===== config.mk =====
export PLATFORM = sky130hd
export DESIGN_NAME = data_mem_lsu
export DESIGN_NICKNAME = d
export VERILOG_FILES = /design/src/rtl/data_mem_lsu.sv
export SDC_FILE = /design/constraint.sdc
export NUM_CORES = 1
export LEC_CHECK = 0
export ABC_AREA = 1
export CAP_MARGIN = 20
export CORE_ASPECT_RATIO = 1.4
export CORE_MARGIN = 2
export CORE_UTILIZATION = 50
export DETAILED_ROUTE_END_ITERATION = 10
export PLACE_DENSITY = 0.94
export SYNTH_ARGS = -nofsm -noshare
export SYNTH_HDL_FRONTEND = slang
export SYNTH_SLANG_ARGS = --single-unit

===== constraint.sdc =====
create_clock -name clk_in -period 2.5 [get_ports clk_in]
set_input_delay 0.25 -clock clk_in [delete_from_list [all_inputs] [get_ports clk_in]]
set_output_delay 0.25 -clock clk_in [all_outputs]
set_load 0.005 [all_outputs]

===== src/rtl/data_mem_lsu.sv =====
// data_mem_lsu: load/store initiator for the ZCore word-writable data memory.
// Sub-word stores use read-modify-write; bad requests are answered without a memory strobe.
module data_mem_lsu #(
    parameter int unsigned DM_WIDTH = 32,
    parameter int unsigned DM_BASE  = 295200,
    parameter int unsigned DM_WORDS = 101
) (
    input  logic                clk_in,
    input  logic                rst_in,
    input  logic                req_valid_i,
    output logic                req_ready_o,
    input  logic                req_we_i,
    input  logic [1:0]          req_size_i,
    input  logic                req_unsigned_i,
    input  logic [DM_WIDTH-1:0] req_addr_i,
    input  logic [DM_WIDTH-1:0] req_wdata_i,
    output logic                resp_valid_o,
    output logic [DM_WIDTH-1:0] resp_rdata_o,
    output logic                resp_err_o,
    output logic                data_mem_write_en_o,
    output logic [DM_WIDTH-1:0] data_mem_write_addr_o,
    output logic [DM_WIDTH-1:0] data_mem_write_data_o,
    output logic                data_mem_read_en_o,
    output logic [DM_WIDTH-1:0] data_mem_read_addr_o,
    input  logic [DM_WIDTH-1:0] data_mem_read_data_i
);
    localparam int unsigned W = DM_WIDTH;
    localparam logic [W-1:0] ADDR_LO = W'(DM_BASE);
    localparam logic [W-1:0] ADDR_HI = W'(DM_BASE + 4 * DM_WORDS - 1);

    localparam logic [2:0] S_IDLE    = 3'd0;
    localparam logic [2:0] S_LD_RD   = 3'd1;
    localparam logic [2:0] S_LD_CAP  = 3'd2;
    localparam logic [2:0] S_RMW_RD  = 3'd3;
    localparam logic [2:0] S_RMW_MRG = 3'd4;
    localparam logic [2:0] S_ST_WR   = 3'd5;
    localparam logic [2:0] S_RESP    = 3'd6;

    logic [2:0]   state_q, state_d;
    logic [1:0]   size_q, size_d;
    logic         uns_q, uns_d;
    logic [W-1:0] addr_q, addr_d;
    logic [15:0]  wdata_q, wdata_d;

    logic         ready_q, ready_d;
    logic         resp_valid_q, resp_valid_d;
    logic         resp_err_q, resp_err_d;
    logic [W-1:0] resp_rdata_q, resp_rdata_d;
    logic         wr_en_q, wr_en_d;
    logic [W-1:0] wr_addr_q, wr_addr_d;
    logic [W-1:0] wr_data_q, wr_data_d;
    logic         rd_en_q, rd_en_d;
    logic [W-1:0] rd_addr_q, rd_addr_d;

    logic         acc_err;
    logic [7:0]   lane_b;
    logic [15:0]  lane_h;
    logic [W-1:0] ld_ext;
    logic [W-1:0] st_merge;
    logic [W-1:0] mem_addr;

    // Load lane select and extension from the word returned by memory
    always_comb begin
        lane_b = 8'h00;
        case (addr_q[1:0])
            2'd0:    lane_b = data_mem_read_data_i[7:0];
            2'd1:    lane_b = data_mem_read_data_i[15:8];
            2'd2:    lane_b = data_mem_read_data_i[23:16];
            default: lane_b = data_mem_read_data_i[31:24];
        endcase
        lane_h = addr_q[1] ? data_mem_read_data_i[31:16] : data_mem_read_data_i[15:0];
        case (size_q)
            2'b00:   ld_ext = uns_q ? {{(W-8){1'b0}}, lane_b} : {{(W-8){lane_b[7]}}, lane_b};
            2'b01:   ld_ext = uns_q ? {{(W-16){1'b0}}, lane_h} : {{(W-16){lane_h[15]}}, lane_h};
            default: ld_ext = data_mem_read_data_i;
        endcase
    end

    // Store merge: replace only the addressed byte/half lane
    always_comb begin
        st_merge = data_mem_read_data_i;
        if (size_q == 2'b00) begin
            case (addr_q[1:0])
                2'd0:    st_merge[7:0]   = wdata_q[7:0];
                2'd1:    st_merge[15:8]  = wdata_q[7:0];
                2'd2:    st_merge[23:16] = wdata_q[7:0];
                default: st_merge[31:24] = wdata_q[7:0];
            endcase
        end else if (addr_q[1]) begin
            st_merge[31:16] = wdata_q;
        end else begin
            st_merge[15:0] = wdata_q;
        end
    end

    always_comb begin
        state_d = state_q;
        size_d  = size_q;
        uns_d   = uns_q;
        addr_d  = addr_q;
        wdata_d = wdata_q;
        acc_err = 1'b0;
        case (state_q)
            S_IDLE: begin
                if (req_valid_i) begin
                    size_d  = req_size_i;
                    uns_d   = req_unsigned_i;
                    addr_d  = req_addr_i;
                    wdata_d = req_wdata_i[15:0];
                    acc_err = (req_size_i == 2'b11)
                           || ((req_size_i == 2'b01) && req_addr_i[0])
                           || ((req_size_i == 2'b10) && (req_addr_i[1:0] != 2'b00))
                           || (req_addr_i < ADDR_LO)
                           || (req_addr_i > ADDR_HI);
                    if (acc_err)                   state_d = S_RESP;
                    else if (!req_we_i)            state_d = S_LD_RD;
                    else if (req_size_i == 2'b10)  state_d = S_ST_WR;
                    else                           state_d = S_RMW_RD;
                end
            end
            S_LD_RD:   state_d = S_LD_CAP;
            S_LD_CAP:  state_d = S_RESP;
            S_RMW_RD:  state_d = S_RMW_MRG;
            S_RMW_MRG: state_d = S_ST_WR;
            S_ST_WR:   state_d = S_RESP;
            default:   state_d = S_IDLE;
        endcase

        // Outputs are registered from the upcoming state so each strobe lines up with its state
        mem_addr     = {addr_d[W-1:2], 2'b00};
        ready_d      = (state_d == S_IDLE);
        rd_en_d      = (state_d == S_LD_RD) || (state_d == S_RMW_RD);
        rd_addr_d    = rd_en_d ? mem_addr : '0;
        wr_en_d      = (state_d == S_ST_WR);
        wr_addr_d    = wr_en_d ? mem_addr : '0;
        wr_data_d    = '0;
        if (wr_en_d) begin
            wr_data_d = (state_q == S_RMW_MRG) ? st_merge : req_wdata_i;
        end
        resp_valid_d = (state_d == S_RESP);
        resp_err_d   = (state_d == S_RESP) && (state_q == S_IDLE);
        resp_rdata_d = (state_q == S_LD_CAP) ? ld_ext : '0;
    end

    always_ff @(posedge clk_in) begin
        if (rst_in) begin
            state_q      <= S_IDLE;
            size_q       <= 2'b00;
            uns_q        <= 1'b0;
            addr_q       <= '0;
            wdata_q      <= 16'h0000;
            ready_q      <= 1'b1;
            resp_valid_q <= 1'b0;
            resp_err_q   <= 1'b0;
            resp_rdata_q <= '0;
            wr_en_q      <= 1'b0;
            wr_addr_q    <= '0;
            wr_data_q    <= '0;
            rd_en_q      <= 1'b0;
            rd_addr_q    <= '0;
        end else begin
            state_q      <= state_d;
            size_q       <= size_d;
            uns_q        <= uns_d;
            addr_q       <= addr_d;
            wdata_q      <= wdata_d;
            ready_q      <= ready_d;
            resp_valid_q <= resp_valid_d;
            resp_err_q   <= resp_err_d;
            resp_rdata_q <= resp_rdata_d;
            wr_en_q      <= wr_en_d;
            wr_addr_q    <= wr_addr_d;
            wr_data_q    <= wr_data_d;
            rd_en_q      <= rd_en_d;
            rd_addr_q    <= rd_addr_d;
        end
    end

    assign req_ready_o           = ready_q;
    assign resp_valid_o          = resp_valid_q;
    assign resp_err_o            = resp_err_q;
    assign resp_rdata_o          = resp_rdata_q;
    assign data_mem_write_en_o   = wr_en_q;
    assign data_mem_write_addr_o = wr_addr_q;
    assign data_mem_write_data_o = wr_data_q;
    assign data_mem_read_en_o    = rd_en_q;
    assign data_mem_read_addr_o  = rd_addr_q;

endmodule


* After elaboration in Yosys (flattened, before gate mapping)
Index checks and enable logic that the tools add are counted.
** Word-level totals
- Output and inout bits :: 133
- Input bits :: 103
- Register bits after elaboration :: 187
- Word-level logic and storage cells :: 76
** Operators by class
- Multiplexer cells :: 20
- Eq/ne operators :: 15
- Reduce and logical (&&, ||, !) cells :: 19
- Order comparisons :: 2
- Bitwise gates (word level) :: 3
** Operator list (count)
- 2-to-1 mux 32 bit :: 6
- one-hot mux 32 bit (2 select lines) :: 1
- 2-to-1 mux 16 bit :: 3
- greater-than comparator 32 x 19 -> 1 bit, second input constant :: 1
- < comparator 32 x 19 -> 1 bit, second input constant :: 1
- 2-to-1 mux 8 bit :: 4
- one-hot mux 8 bit (3 select lines) :: 1
- one-hot mux 3 bit (5 select lines) :: 1
- equality test 3 bit, second input constant :: 4
- 2-to-1 mux 3 bit :: 4
- equality test 3 x 2 -> 1 bit, second input constant :: 3
- OR reduction 2 bit :: 4
- equality test 2 x 1 -> 1 bit, second input constant :: 3
- equality test 2 bit, second input constant :: 3
- equality test 3 x 1 -> 1 bit, second input constant :: 2
- zero test 3 bit :: 2
- logical OR 1 bit :: 5
- zero test 2 bit :: 2
- logical AND 1 bit :: 3
- inverter 1 bit :: 3
- OR reduction 3 bit :: 1
- AND reduction 2 bit :: 1
- nonzero test 2 bit :: 1

* Longest topological paths before layout
- Depth in word-level cells :: 13
- Gate-level depth with buffers :: 15
- Depth with buffers taken out :: 14

* Least setup slack after synthesis
OpenSTA, ideal clock, no wires.
- Kind :: input to register
- Start :: input port req_addr_i[30]
- End :: register wr_addr_q[7], in the netlist data_mem_write_addr_o[7]
- Path slack :: 0.939 ns
- Path buffers :: 1
- Data required time :: 2.437 ns
- Cell stages on the path :: 14
- Library setup time :: 0.063 ns
- Arrival time :: 1.498 ns
- Cell sequence :: nor2_1 nand2_1 nor2_1 nand2_1 nor2_1 nand2_1 nor2_2 nand3_1 nand2_1 inv_2 nor2_8 nand2_8 buf_12 nor2_4
** Between the ends
- Cells in the longest elaborated chain, start to end :: 9
- Elaborated cells between the ends (all ways) :: 10
- Those cells by class :: order compare (2); eq/ne (1); mux (3); bitwise (1); reduce/logical (3)
** RTL lines
- start, declared :: RTL line 15 : input logic [DM_WIDTH-1:0] req_addr_i,
- < comparator 32 x 19 -> 1 bit :: RTL line 113 : || (req_addr_i < ADDR_LO)
- logical OR 1 bit :: RTL line 113
- logical OR 1 bit (*) :: RTL line 114 : || (req_addr_i > ADDR_HI);
- 2-to-1 mux 3 bit (*) :: RTL line 115 : if (acc_err) state_d = S_RESP;
- 2-to-1 mux 3 bit (*) :: RTL line 105 : if (req_valid_i) begin
- one-hot mux 3 bit (5 select lines) (*) :: RTL line 103 : case (state_q)
- equality test 3 bit (*) :: RTL line 134 : wr_en_d = (state_d == S_ST_WR);
- inverter 1 bit (no line) (*)
- OR reduction 2 bit (no line) (*)
- end signal, assigned :: RTL line 172 : wr_addr_q <= wr_addr_d;
- end, declared :: RTL line 50 : logic [W-1:0] wr_addr_q, wr_addr_d;
Mark *: on every way between the ends. The rest lies on a longest branch, timed or not.
A chain may end at the register's enable or synchronous reset.

* Final worst setup path
- Start :: input port req_addr_i[0]
- End :: register rd_addr_q[4], in the netlist data_mem_read_addr_o[4]
** Between the ends
- Cells in the longest elaborated chain, start to end :: 12
- Elaborated cells between the ends (all ways) :: 17
- Those cells by class :: order compare (2); eq/ne (2); mux (3); bitwise (1); reduce/logical (9)
** RTL lines
- parallel branches: the longest is 4 deep, another holds < comparator 32 x 19 -> 1 bit
- logical OR 1 bit (*) :: RTL line 114
- 2-to-1 mux 3 bit (*) :: RTL line 115
- 2-to-1 mux 3 bit (*) :: RTL line 105
- one-hot mux 3 bit (5 select lines) (*) :: RTL line 103
- equality test 3 x 1 -> 1 bit / equality test 3 x 2 -> 1 bit (equally long branches) :: RTL line 132 : rd_en_d = (state_d == S_LD_RD) || (state_d == S_RMW_RD);
- logical OR 1 bit (*) :: RTL line 132
- inverter 1 bit (no line) (*)
- OR reduction 2 bit (no line) (*)
- end signal, assigned :: RTL line 175 : rd_addr_q <= rd_addr_d;
- end, declared :: RTL line 53 : logic [W-1:0] rd_addr_q, rd_addr_d;
Every way passes the cells marked *.

==> results <==
- The sum of negative setup slack is 0 ns.
- Headroom to the max-slew limit came out at 57.84%.
- Net switching is 35.72% of the power.
- The H-tree level count is 4.
- Power comes to 9.394 mW.
- The maximum fanout along the worst path is 11.
- The number of distinct library cell variants in the gate-level netlist after synthesis is 29.
- For this design, the CTS-stage hold fixing added 0 buffers.
- Data on the critical path arrives at its endpoint at 2.40 ns.
- After the last flow step, the layout net total stands at 1277.
- The number of hold violations in the final report came to 0.
- The first TritonRoute pass finished after 6 iterations.
- The number of antenna diodes is 0.
- The flip-flop and latch count after synthesis is 183.
- The synthesized area divided by synthesized cell count is 8.064 um^2.
- The capturing element type of the critical path is a flop.
- Of the total power, registers draw 36.6%.
- Ranked by total cell area, the synthesized netlist is headed by dfxtp_1 48%, o21ai_0 9.2%, a21oi_1 6.3%.
- For this run, the number of Yosys warnings is 0.
- Measured along the x axis, the die boundary spans 108.1 um.
- The data required time at the worst endpoint is 2.85 ns.
- The sum of net half-perimeters after detailed placement is 16.21 mm.
- The clock edge transition at the registers on the reported setup and hold paths is 0.07 ns.
- From bottom edge to top edge, the die measures 149.8 um.
- The post-CTS repair timing setup buffer count is 0.
- Row generation in the floorplan step produced 53 rows.
- The total clock sinks is 183.
- Once detail routing completed, the nets flagged for antenna violations numbered 0.
- 236 I/O pins were placed.
- The initial DRC count is 375.
- In the layout the commonest cells are 231 x clkdlybuf4s50_1, 183 x dfxtp_1, 139 x o21ai_0, 125 x nand2_1, 95 x a21oi_1.
- Setup repair after global routing left no endpoint under its margin.
- The final routed wire length divided by cell count is 15.56 um.
- The routed wire length is 21.46 mm.
- After the flow finishes, the layout carries non-filler instances totaling 1379.
- For this run, design rule violations remaining after detail routing come to 0.
- The share of layout cells above drive strength 1 is 10.53%.
- The placed instances occupy a cell area of 10110 um^2.
- The core area is 14920 um^2.
- The first global-routing pass estimated 33.95 mm of wire.
- The max-capacitance violation count is 0.
- The final count of pins violating max slew was 0.
- The CTS root buffer is clkbuf_16.
- The power per cell area is 873.7 nW/um^2.
- The global-route usage over all layers is 26.90%.
- The min-delay analysis places its worst path in the category in -> reg.
- Internal power comes to 6.038 mW.
- After detailed routing, the number of vias per cell comes to 5.170.
- The actual slew at the worst max-slew pin is 0.6276 ns.
- The number of setup violations in the final report is 0.
- At the end of the flow the core is filled with cells to 72.07%.
- The mapped netlist covers 7589 um^2.
- Based on the critical path, the design can be clocked at up to 487.1 MHz.
- After clock tree synthesis, the repair step resized 0 gates.
- The fill cell instance count of the final layout is 1136.
- The clock latency reported for the late side of the worst-skew pair is 0.43 ns.
- The via count is 7129.
- The count of buffers from port buffering is 231.
- The layout overhead on the synthesized area is 41.70%.
- Timing analysis after detailed placement gives a worst setup slack of 0.01940 ns.
- The number of instances in the synthesized netlist is 941.
- The largest net degree at the start of global routing is 65.
- Counting along the longest clock path gives a buffer depth of 2.
- After detailed placement, the design holds a cell count of 1347.
- Combinational logic is responsible for 33.4% of the overall power.
- The critical path is of the in -> reg type.
- The setup slack after layout is 0.4472 ns.
- Summed over all layers, the global routing overflow is 0.
- The analysis attributes to cell leakage a power of 4.415 nW.
- The final RePlAce weighted congestion is 0.9263.
- The cell accounting for the most synthesized area is dfxtp_1.
- The via count of the first global-routing pass is 6864.
- The initial core utilization is 50.86%.
- The post-layout minimum cycle time is 2.053 ns.
- The worst setup path is launched from an input pin.
- The tightest hold path in the finished design has a slack of 0.4863 ns.
- The clock network fraction of total power is 30.0%.
- In this run the power spent charging and discharging nets is 3.356 mW.
- The die covers 16190 um^2.
- The portion of synthesized cell area occupied by the leading cell type is 48.28%.
- The sequential cell area is 3664 um^2.
- The most common cell after layout, fill and taps aside is clkdlybuf4s50_1.
- The number of antenna violations at the first check in global routing is 0.
- Dividing the final minimum period by the clock period gives 82.11%.
- The part of the Yosys area used for sequential elements is 48.28%.
- The peak ir drop on the vdd network is 0.5138 mV.
- The number of clock buffers inserted by TritonCTS is 17.
- TritonCTS built the clock tree.
- The worst setup skew after layout is 0.008650 ns.
- The run finished with clean final reports.
- The summed area of non-filler cells in the final layout is 10750 um^2.
- The multi-input combinational cells in the finished layout cover a total of 3359 um^2.
metal layers:
metal | track usage (%) | routed length, um | vias up
met5 | 0 | 0 | -
li1 | - | - | 3517
met4 | 16.22 | 1290 | 0
met1 | 27.86 | 7510 | 3183
met3 | 7.578 | 1736 | 82
met2 | 47.58 | 10920 | 347
cells by family (layout without fill, tap and decap cells):
kind of cell    count (synthesis)  after routing  synth area share (%)
simple gates                  333            333                 22.59
flops                         183            183                 48.28
other cells                     1             24               0.04942
mux                            26             26                 3.430
buf+inv                       148            371                 8.755
compound gates                250            250                 16.90
power by group through the flow:
stage          clock network, mW  logic, mW  registers, mW
3_3_place_gp                   0       3.01           3.50
6_report                    2.82       3.13           3.44
4_1_cts                     2.88       3.11           3.44
3_5_place_dp                   0       3.08           3.51
5_1_grt                     2.99       3.46           3.47
2_1_floorplan                  0       2.02           3.47
flip-flops by register name (all words and copies together) (netlist names):
| name | count |
|---|---|
| req_ready_o | 1 |
| data_mem_write_data_o | 32 |
| size_q | 2 |
| uns_q | 1 |
| resp_err_o | 1 |
| data_mem_read_en_o | 1 |
| resp_valid_o | 1 |
| data_mem_write_en_o | 1 |
| data_mem_write_addr_o | 30 |
| resp_rdata_o | 32 |
| wdata_q | 16 |
| data_mem_read_addr_o | 30 |
| addr_q | 32 |
| state_q | 3 |
cell usage after synthesis:
| master | count |
|---|---|
| a21oi_1 | 95 |
| a31oi_1 | 7 |
| buf_1 | 1 |
| buf_12 | 4 |
| buf_2 | 8 |
| buf_4 | 5 |
| buf_6 | 2 |
| clkbuf_1 | 42 |
| conb_1 | 1 |
| dfxtp_1 | 183 |
| inv_1 | 83 |
| inv_2 | 3 |
| mux2i_1 | 26 |
| nand2_1 | 126 |
| nand2_2 | 1 |
| nand2_8 | 1 |
| nand3_1 | 58 |
| nand4_1 | 1 |
| nor2_1 | 80 |
| nor2_2 | 23 |
| nor2_4 | 39 |
| nor2_8 | 1 |
| nor3_1 | 3 |
| o2111a_1 | 1 |
| o211ai_1 | 4 |
| o21ai_0 | 139 |
| o21ai_1 | 1 |
| o221ai_1 | 1 |
| o22ai_1 | 2 |
critical path, cell delays in order:
cell             delay [ns]
clkdlybuf4s50_1        0.54
nand2_1                0.15
inv_1                  0.08
nand2_1                0.06
nor2_2                 0.12
nor2_1                 0.05
nand2_1                0.09
nand2_1                0.07
nor2_2                 0.15
nand3_1                0.08
nand2_1                0.10
inv_2                  0.07
nor2_8                 0.12
nand2_1                0.27
nor2_1                 0.21
final timing paths:
check | startpoint | end | slack, ns | cells past startpoint
worst max register to register | addr_q[1]$_SDFFE_PP0P_ | resp_rdata_o[24]$_SDFF_PP0_ | 0.46 | 10
worst min register to register | wdata_q[13]$_SDFFE_PP0P_ | wdata_q[13]$_SDFFE_PP0P_ | 0.49 | 2
worst min-delay path | req_wdata_i[10] | wdata_q[10]$_SDFFE_PP0P_ | 0.49 | 3
worst max-delay path | req_addr_i[0] | data_mem_read_addr_o[4]$_SDFF_PP0_ | 0.45 | 15
area by class of cell:
cell class,count,area share (%)
sequential,183,34.07
multi-input combinational,633,31.24
timing repair buffer,253,23.50
clock buffer,17,3.956
inverter,86,3.002
tap,192,2.234
clock inverter,15,1.990
Power figures use the tool's default switching activity.
